==> src/rtl/chan_arbiter.sv <==
// rtl/chan_arbiter.sv - packet-granular round-robin merge of three router channels
//
// Purpose: merges router channels 0..2 onto one byte stream. A channel is
// granted for a whole packet (header, header[7:2] payload bytes, parity),
// and grants rotate round-robin after the last granted channel.
//
// Ports:
//   clock                  sole clock, rising edge
//   reset                  synchronous, active-low
//   arb_en                 1 = grant new packets; 0 = finish current, then idle
//   data_0..2, data_vld_0..2   channel byte and byte-valid
//   suspend_0..2           read throttle to each channel (1 = do not read)
//   out_data, out_vld      merged byte, valid one clock after its transfer
//   out_suspend            downstream throttle (1 = no new transfer)
//   grant                  one-hot granted channel, 000 when idle
//   busy                   1 while a packet is being transferred

module chan_arbiter (
   input  logic       clock,
   input  logic       reset,
   input  logic       arb_en,
   input  logic [7:0] data_0,
   input  logic [7:0] data_1,
   input  logic [7:0] data_2,
   input  logic       data_vld_0,
   input  logic       data_vld_1,
   input  logic       data_vld_2,
   output logic       suspend_0,
   output logic       suspend_1,
   output logic       suspend_2,
   output logic [7:0] out_data,
   output logic       out_vld,
   input  logic       out_suspend,
   output logic [2:0] grant,
   output logic       busy
);

   typedef enum logic {IDLE, XFER} state_t;

   state_t     state, state_nxt;
   logic [2:0] grant_nxt;
   logic [1:0] last_grant, last_grant_nxt;
   logic [6:0] remaining, remaining_nxt;
   logic [7:0] out_data_nxt;
   logic       out_vld_nxt;

   logic [2:0] req;
   logic [1:0] pick;
   logic       pick_ok;
   logic [1:0] sel;
   logic [7:0] sel_data;
   logic       sel_vld;
   logic       xfer;

   assign req = {data_vld_2, data_vld_1, data_vld_0};

   // Round-robin: first requester after last_grant, in the order 0->1->2->0.
   always_comb begin
      pick_ok = |req;
      pick    = 2'd0;
      case (last_grant)
         2'd0:    pick = req[1] ? 2'd1 : (req[2] ? 2'd2 : 2'd0);
         2'd1:    pick = req[2] ? 2'd2 : (req[0] ? 2'd0 : 2'd1);
         default: pick = req[0] ? 2'd0 : (req[1] ? 2'd1 : 2'd2);
      endcase
   end

   // Index and data of the currently granted channel.
   always_comb begin
      sel = 2'd0;
      case (grant)
         3'b010:  sel = 2'd1;
         3'b100:  sel = 2'd2;
         default: sel = 2'd0;
      endcase
   end

   always_comb begin
      sel_data = data_0;
      sel_vld  = data_vld_0;
      case (sel)
         2'd1: begin
            sel_data = data_1;
            sel_vld  = data_vld_1;
         end
         2'd2: begin
            sel_data = data_2;
            sel_vld  = data_vld_2;
         end
         default: begin
            sel_data = data_0;
            sel_vld  = data_vld_0;
         end
      endcase
   end

   assign xfer = (state == XFER) && sel_vld && !out_suspend;
   assign busy = (state == XFER);

   // Granted channel follows out_suspend; everyone else stays held off.
   assign suspend_0 = !((state == XFER) && grant[0] && !out_suspend);
   assign suspend_1 = !((state == XFER) && grant[1] && !out_suspend);
   assign suspend_2 = !((state == XFER) && grant[2] && !out_suspend);

   always_comb begin
      state_nxt      = state;
      grant_nxt      = grant;
      last_grant_nxt = last_grant;
      remaining_nxt  = remaining;
      out_data_nxt   = out_data;
      out_vld_nxt    = 1'b0;
      case (state)
         IDLE: begin
            grant_nxt = 3'b000;
            if (arb_en && pick_ok) begin
               grant_nxt = 3'b001 << pick;
               state_nxt = XFER;
            end
         end
         XFER: begin
            if (xfer) begin
               out_vld_nxt  = 1'b1;
               out_data_nxt = sel_data;
               // remaining==0 marks the header; it counts payload plus parity.
               if (remaining == 7'd0) begin
                  remaining_nxt = {1'b0, sel_data[7:2]} + 7'd1;
               end else begin
                  remaining_nxt = remaining - 7'd1;
                  if (remaining == 7'd1) begin
                     state_nxt      = IDLE;
                     grant_nxt      = 3'b000;
                     last_grant_nxt = sel;
                  end
               end
            end
         end
         default: begin
            state_nxt = IDLE;
            grant_nxt = 3'b000;
         end
      endcase
   end

   always_ff @(posedge clock) begin
      if (!reset) begin
         state      <= IDLE;
         grant      <= 3'b000;
         last_grant <= 2'd2;
         remaining  <= 7'd0;
         out_data   <= 8'h00;
         out_vld    <= 1'b0;
      end else begin
         state      <= state_nxt;
         grant      <= grant_nxt;
         last_grant <= last_grant_nxt;
         remaining  <= remaining_nxt;
         out_data   <= out_data_nxt;
         out_vld    <= out_vld_nxt;
      end
   end

endmodule
==> config.mk <==
export PLATFORM = sky130hd
export DESIGN_NAME = chan_arbiter
export DESIGN_NICKNAME = d
export VERILOG_FILES = /design/src/rtl/chan_arbiter.sv
export SDC_FILE = /design/constraint.sdc
export NUM_CORES = 1
export LEC_CHECK = 0
export ABC_AREA = 1
export CORE_MARGIN = 2
export CORE_UTILIZATION = 49
export DETAILED_ROUTE_END_ITERATION = 8
export PLACE_DENSITY = 0.92
export SYNTH_ARGS = -nofsm -noshare
export SYNTH_HDL_FRONTEND = slang
export SYNTH_SLANG_ARGS = --single-unit
==> constraint.sdc <==
create_clock -name clock -period 2.4 [get_ports clock]
set_input_delay 0.36 -clock clock [delete_from_list [all_inputs] [get_ports clock]]
set_output_delay 0.36 -clock clock [all_outputs]
set_load 0.03 [all_outputs]
# After elaboration in Yosys (flattened, before gate mapping)
# Cells that the tools add are included.
# W data, S select, Z words.
[word_totals]
wordCells = 62
input_bits = 31
output_inout_bits = 16
reg_bits = 22
[classes]
reduce_logical = 20
bitwise_logic = 2
n_eq_ne = 9
addsub = 2
shifts = 1
n_mux = 22
[ops]
columns = ["cell", "count"]
rows = [
  ["$pmux W8 S2", 1],
  ["$mux W3", 4],
  ["$mux W2", 5],
  ["$logic_and A1 B1 Y1", 9],
  ["$pmux W2 S2", 2],
  ["$add A6 B1 Y7 const B", 1],
  ["$eq A7 B1 Y1 const B", 1],
  ["$logic_not A7 Y1", 1],
  ["$mux W7", 1],
  ["$sub A7 B1 Y7 const B", 1],
  ["$mux W1", 6],
  ["$pmux W3 S2", 1],
  ["$eq A2 B1 Y1 const B", 2],
  ["$logic_not A1 Y1", 4],
  ["$ne A2 B1 Y1 const B", 2],
  ["$pmux W1 S2", 2],
  ["$reduce_and A2 Y1", 2],
  ["$reduce_and A4 Y1", 1],
  ["$eq A3 B2 Y1 const B", 1],
  ["$eq A3 B3 Y1 const B", 1],
  ["$reduce_and A3 Y1", 1],
  ["$reduce_or A3 Y1", 1],
  ["$shl A1 B2 Y3 const A", 1],
  ["$eq A2 B2 Y1 const B", 1],
  ["other kinds (3)", 4],
]

# Depth between registers and ports, before layout
[depth]
depth_word = 8
ltp_mapped = 11
depth_no_buf = 11

# Worst setup path before layout
# OpenSTA, ideal clock, no wires.
[synth_timing]
path_type = "register to register"
from = "reg grant[2]"
to = "reg remaining[2]"
n_path_buf = 0
arrival_time_ps = 1659
setup_ps = 109
setup_slack_ps = 632
stages_incl_launch_ff = 12
period_less_slack_ps = 1768
required_time_ps = 2291
cell_sequence = "dfxtp_1 inv_2 nand3_4 inv_2 nand2_1 nand3_2 ha_1 xor2_1 nand2_1 nand3_1 nand2_1 inv_1"
[synth_via]
word_cells_on_any_way = 12
cone_classes = "add/sub (1); eq/ne (4); mux (4); reduce/logical (3)"
[synth_lines]
columns = ["element", "line", "source"]
rows = [
  ["start, declared", "34", "output logic [2:0] grant,"],
  ["start signal, assigned", "154", "grant <= grant_nxt;"],
  ["$eq A3 B3 Y1 / $eq A3 B2 Y1 (equally long branches)", "71", "case (grant)"],
  ["$pmux W2 S2 *", "71", ""],
  ["$eq A2 B2 Y1 / $eq A2 B1 Y1 (equally long branches)", "81", "case (sel)"],
  ["$pmux W8 S2 *", "81", ""],
  ["named net sel_data[2]", "51", "logic [7:0] sel_data;"],
  ["$add A6 B1 Y7 *", "126", "remaining_nxt = {1'b0, sel_data[7:2]} + 7'd1;"],
  ["$mux W7 *", "125", "if (remaining == 7'd0) begin"],
  ["end signal, assigned", "156", "remaining <= remaining_nxt;"],
  ["end, declared", "43", "logic [6:0] remaining, remaining_nxt;"],
]
# Mark *: on every way through the listed nets, which the timed path passes. The rest lies on a longest branch.
# A chain may end at the register's enable or synchronous reset.

# Worst setup path after layout
[layout_timing]
from = "reg state, in the netlist busy"
to = "out suspend_1"
[layout_via]
elab_chain_cells = 3
[layout_rtl]
columns = ["element", "line", "source"]
rows = [
  ["start, declared", "40", "state_t state, state_nxt;"],
  ["start signal, assigned", "153", "state <= state_nxt;"],
  ["$logic_and A1 B1 Y1 (2 in a row)", "102", "assign suspend_1 = !((state == XFER) && grant[1] && !out_suspend);"],
  ["$logic_not A1 Y1", "102", ""],
  ["end, declared", "29", "output logic suspend_1,"],
]
# No other way between the ends.

==> run metrics <==
Area Growth Syn to Fin 37.88%; max-slew violations 0; synthesis-stage register bit count 22; Mapped Cells 210; DRT iter0 DRCs 29; first-pass GRT wire length 6210 um; crit path kind reg2out; max-capacitance violation count 0; CTS root buf clkbuf_4; share of cells above drive strength 1 9.266%; port bufs 46; max_slew headroom 76.50%; H-tree depth 1; Post-DP HPWL 2785 um; gr usage total 23.92%; warnings from Yosys 0; Antenna Nets Post-Route 0; worst hold path class reg2reg; status completed; startpoint class of the critical path flop; Filler cells 239; Routed WL 3636 um; die area 3309 um^2; DRT Pass-1 Iters 4; Net Count, Synth 244; GRT Residual Overflow 0; overall power 936.5 uW; final instance area 1936 um^2; hold_buf cts 0; most area-hungry cell type in the Yosys netlist dfxtp_1; Clock Latency Late Sink 320 ps; Worst Path Required 2040 ps; Initial Util 51.35%; VDD IR max 0.0004350 V; Resize count post-CTS 0; Via density 5.193; clock sinks 22; CP max-delay cell clkdlybuf4s50_1; Cells after DPL 286; multi-input logic area 833.3 um^2; Max Freq 472.5 MHz; Cell Area, Synth 1404 um^2; # diodes 0; Clock Path Buffers 2; Fin Setup TNS 0 ps; Layout Cells excl Fill 290; power per cell area 483.8 nW/um^2; core area 2734 um^2; Core Util, Final 70.80%; Critical Path End Type primary output; TritonCTS clock tree yes; Max FO, Critical Path 6; largest net degree at the start of global routing 20; CP Cell Sequence inv_1 > nor2_1 > nand2_1 > clkdlybuf4s50_1; initial antenna violation count 0; # IOs 47; final worst path period share 88.18%; Fin Clk Skew 6.614 ps; Final Hold Viols 0; placed cell area 1883 um^2; top post-synthesis cells by area dfxtp_1 31%, nand2_1 12%, nand3_1 8.6%, nor2_1 7.8%, a21oi_1 6.1%; routed vias 1506; Residual DRC 0; syn_area_per_cell 6.685 um^2; CP max stage delay 600 ps; final setup violating endpoints 0; die width 57.53 um; Worst-path clk slew 120 ps; critical path arrival 1760 ps; postcts setup bufs 0; Die H 57.53 um; Rows 19; nets 294; Yosys top cell area share 31.37%; post-synth cell types 29; LEAKAGE 0.0008353 uW; vias in the first global route 1431; final RePlAce weighted congestion 0.9124; average routed wire per standard cell 12.54 um; FF/Latch Area 440.4 um^2; CTS Buf Count 3; worst slew pin tran 349.7 ps; register area share after synthesis 31.37%; unrepaired setup endpoints after global routing false; Tmin final 2116 ps
## cells in the mapped netlist
master / count
dfxtp_1: 22
ha_1: 3
nand2_4: 3
nand4_1: 3
nand3_4: 1
a21oi_2: 1
a31oi_1: 1
inv_1: 20
clkbuf_1: 1
nor3_1: 2
nand3_2: 4
nor2_1: 29
inv_2: 3
nand2_1: 46
inv_6: 1
o21ai_0: 13
nor2_4: 1
nand3b_1: 2
a21oi_1: 17
nor2_2: 2
xor2_1: 3
o21ai_1: 2
o211ai_2: 1
o31ai_1: 1
nand3_1: 24
buf_12: 1
buf_6: 1
nand2_2: 1
o211ai_1: 1
## metrics by stage
step                hold WS [ps]  setup slack (ps)
finish                     495.4             283.7
global route               529.9             128.5
CTS                        496.1             310.6
detailed placement         471.7             393.5
global placement           464.2             421.9
floorplan                  460.6             632.4
## sequential cells by signal, indices dropped and copies added (netlist names)
register / flops
out_data: 8
busy: 1
last_grant: 2
out_vld: 1
grant: 3
remaining: 7
## cells by family (layout without fill, tap and decap cells)
group | after synthesis | in the layout | share of synthesized area, %
AND/OR/NAND/NOR | 118 | 118 | 40.37
flip-flops | 22 | 22 | 31.37
XOR/XNOR | 3 | 3 | 1.872
buffers and inverters | 27 | 76 | 9.269
AO/OA/AOI/OAI | 37 | 37 | 14.44
adder cells (fa/ha/maj) | 3 | 3 | 2.674
## power breakdown
group / leakage, uW / internal, uW / switching (uW)
Sequential: 0.000179 / 380 / 12.7
Combinational: 0.000629 / 114 / 144
Clock: 0.0000279 / 169 / 117
## final cells by class
| class | count | share of cell area [%] |
|---|---|---|
| inverter | 24 | 4.913 |
| sequential | 22 | 22.75 |
| multi-input combinational | 161 | 43.05 |
| timing repair buffer | 48 | 24.56 |
| clock inverter | 1 | 1.551 |
| tap | 31 | 2.004 |
| clock buffer | 3 | 1.164 |
## placed cells by master, fill, tap and decap left out, drive strengths merged
master,Yosys,final
nand4,3,3
o211ai,2,2
a21oi,18,18
nor3,2,2
a31oi,1,1
bufinv,0,1
xor2,3,3
buf,2,2
nor2,32,32
ha,3,3
clkdlybuf4s50,0,46
o21ai,15,15
nand2,50,50
nand3,29,29
inv,24,24
dfxtp,22,22
o31ai,1,1
clkbuf,1,3
nand3b,2,2
## routing by layer
metal | GRT usage, % | share of wire [%] | vias to the layer above | routed length (um)
li1 | - | - | 789 | -
met2 | 41.40 | 49 | 43 | 1764
met3 | 2.948 | 4.5 | 5 | 163
met1 | 30.66 | 46 | 669 | 1667
met5 | 0 | 0 | - | 0
met4 | 7.973 | 1.2 | 0 | 42
## critical path, delay by kind of cell, from the launching register on
kind	cells	cell delay, ps
AND/OR/NAND/NOR	2	290
buffers and inverters	2	690
flip-flops	1	470
## worst paths after layout
path	from	endpoint	slack [ps]	cells after the start
max reg2reg	remaining[0]	busy	600	7
max	busy	suspend_1	280	4
min reg2reg	out_data[0]	out_data[0]	500	2
min	out_data[0]	out_data[0]	500	2
(Power assumes the default switching activity.)
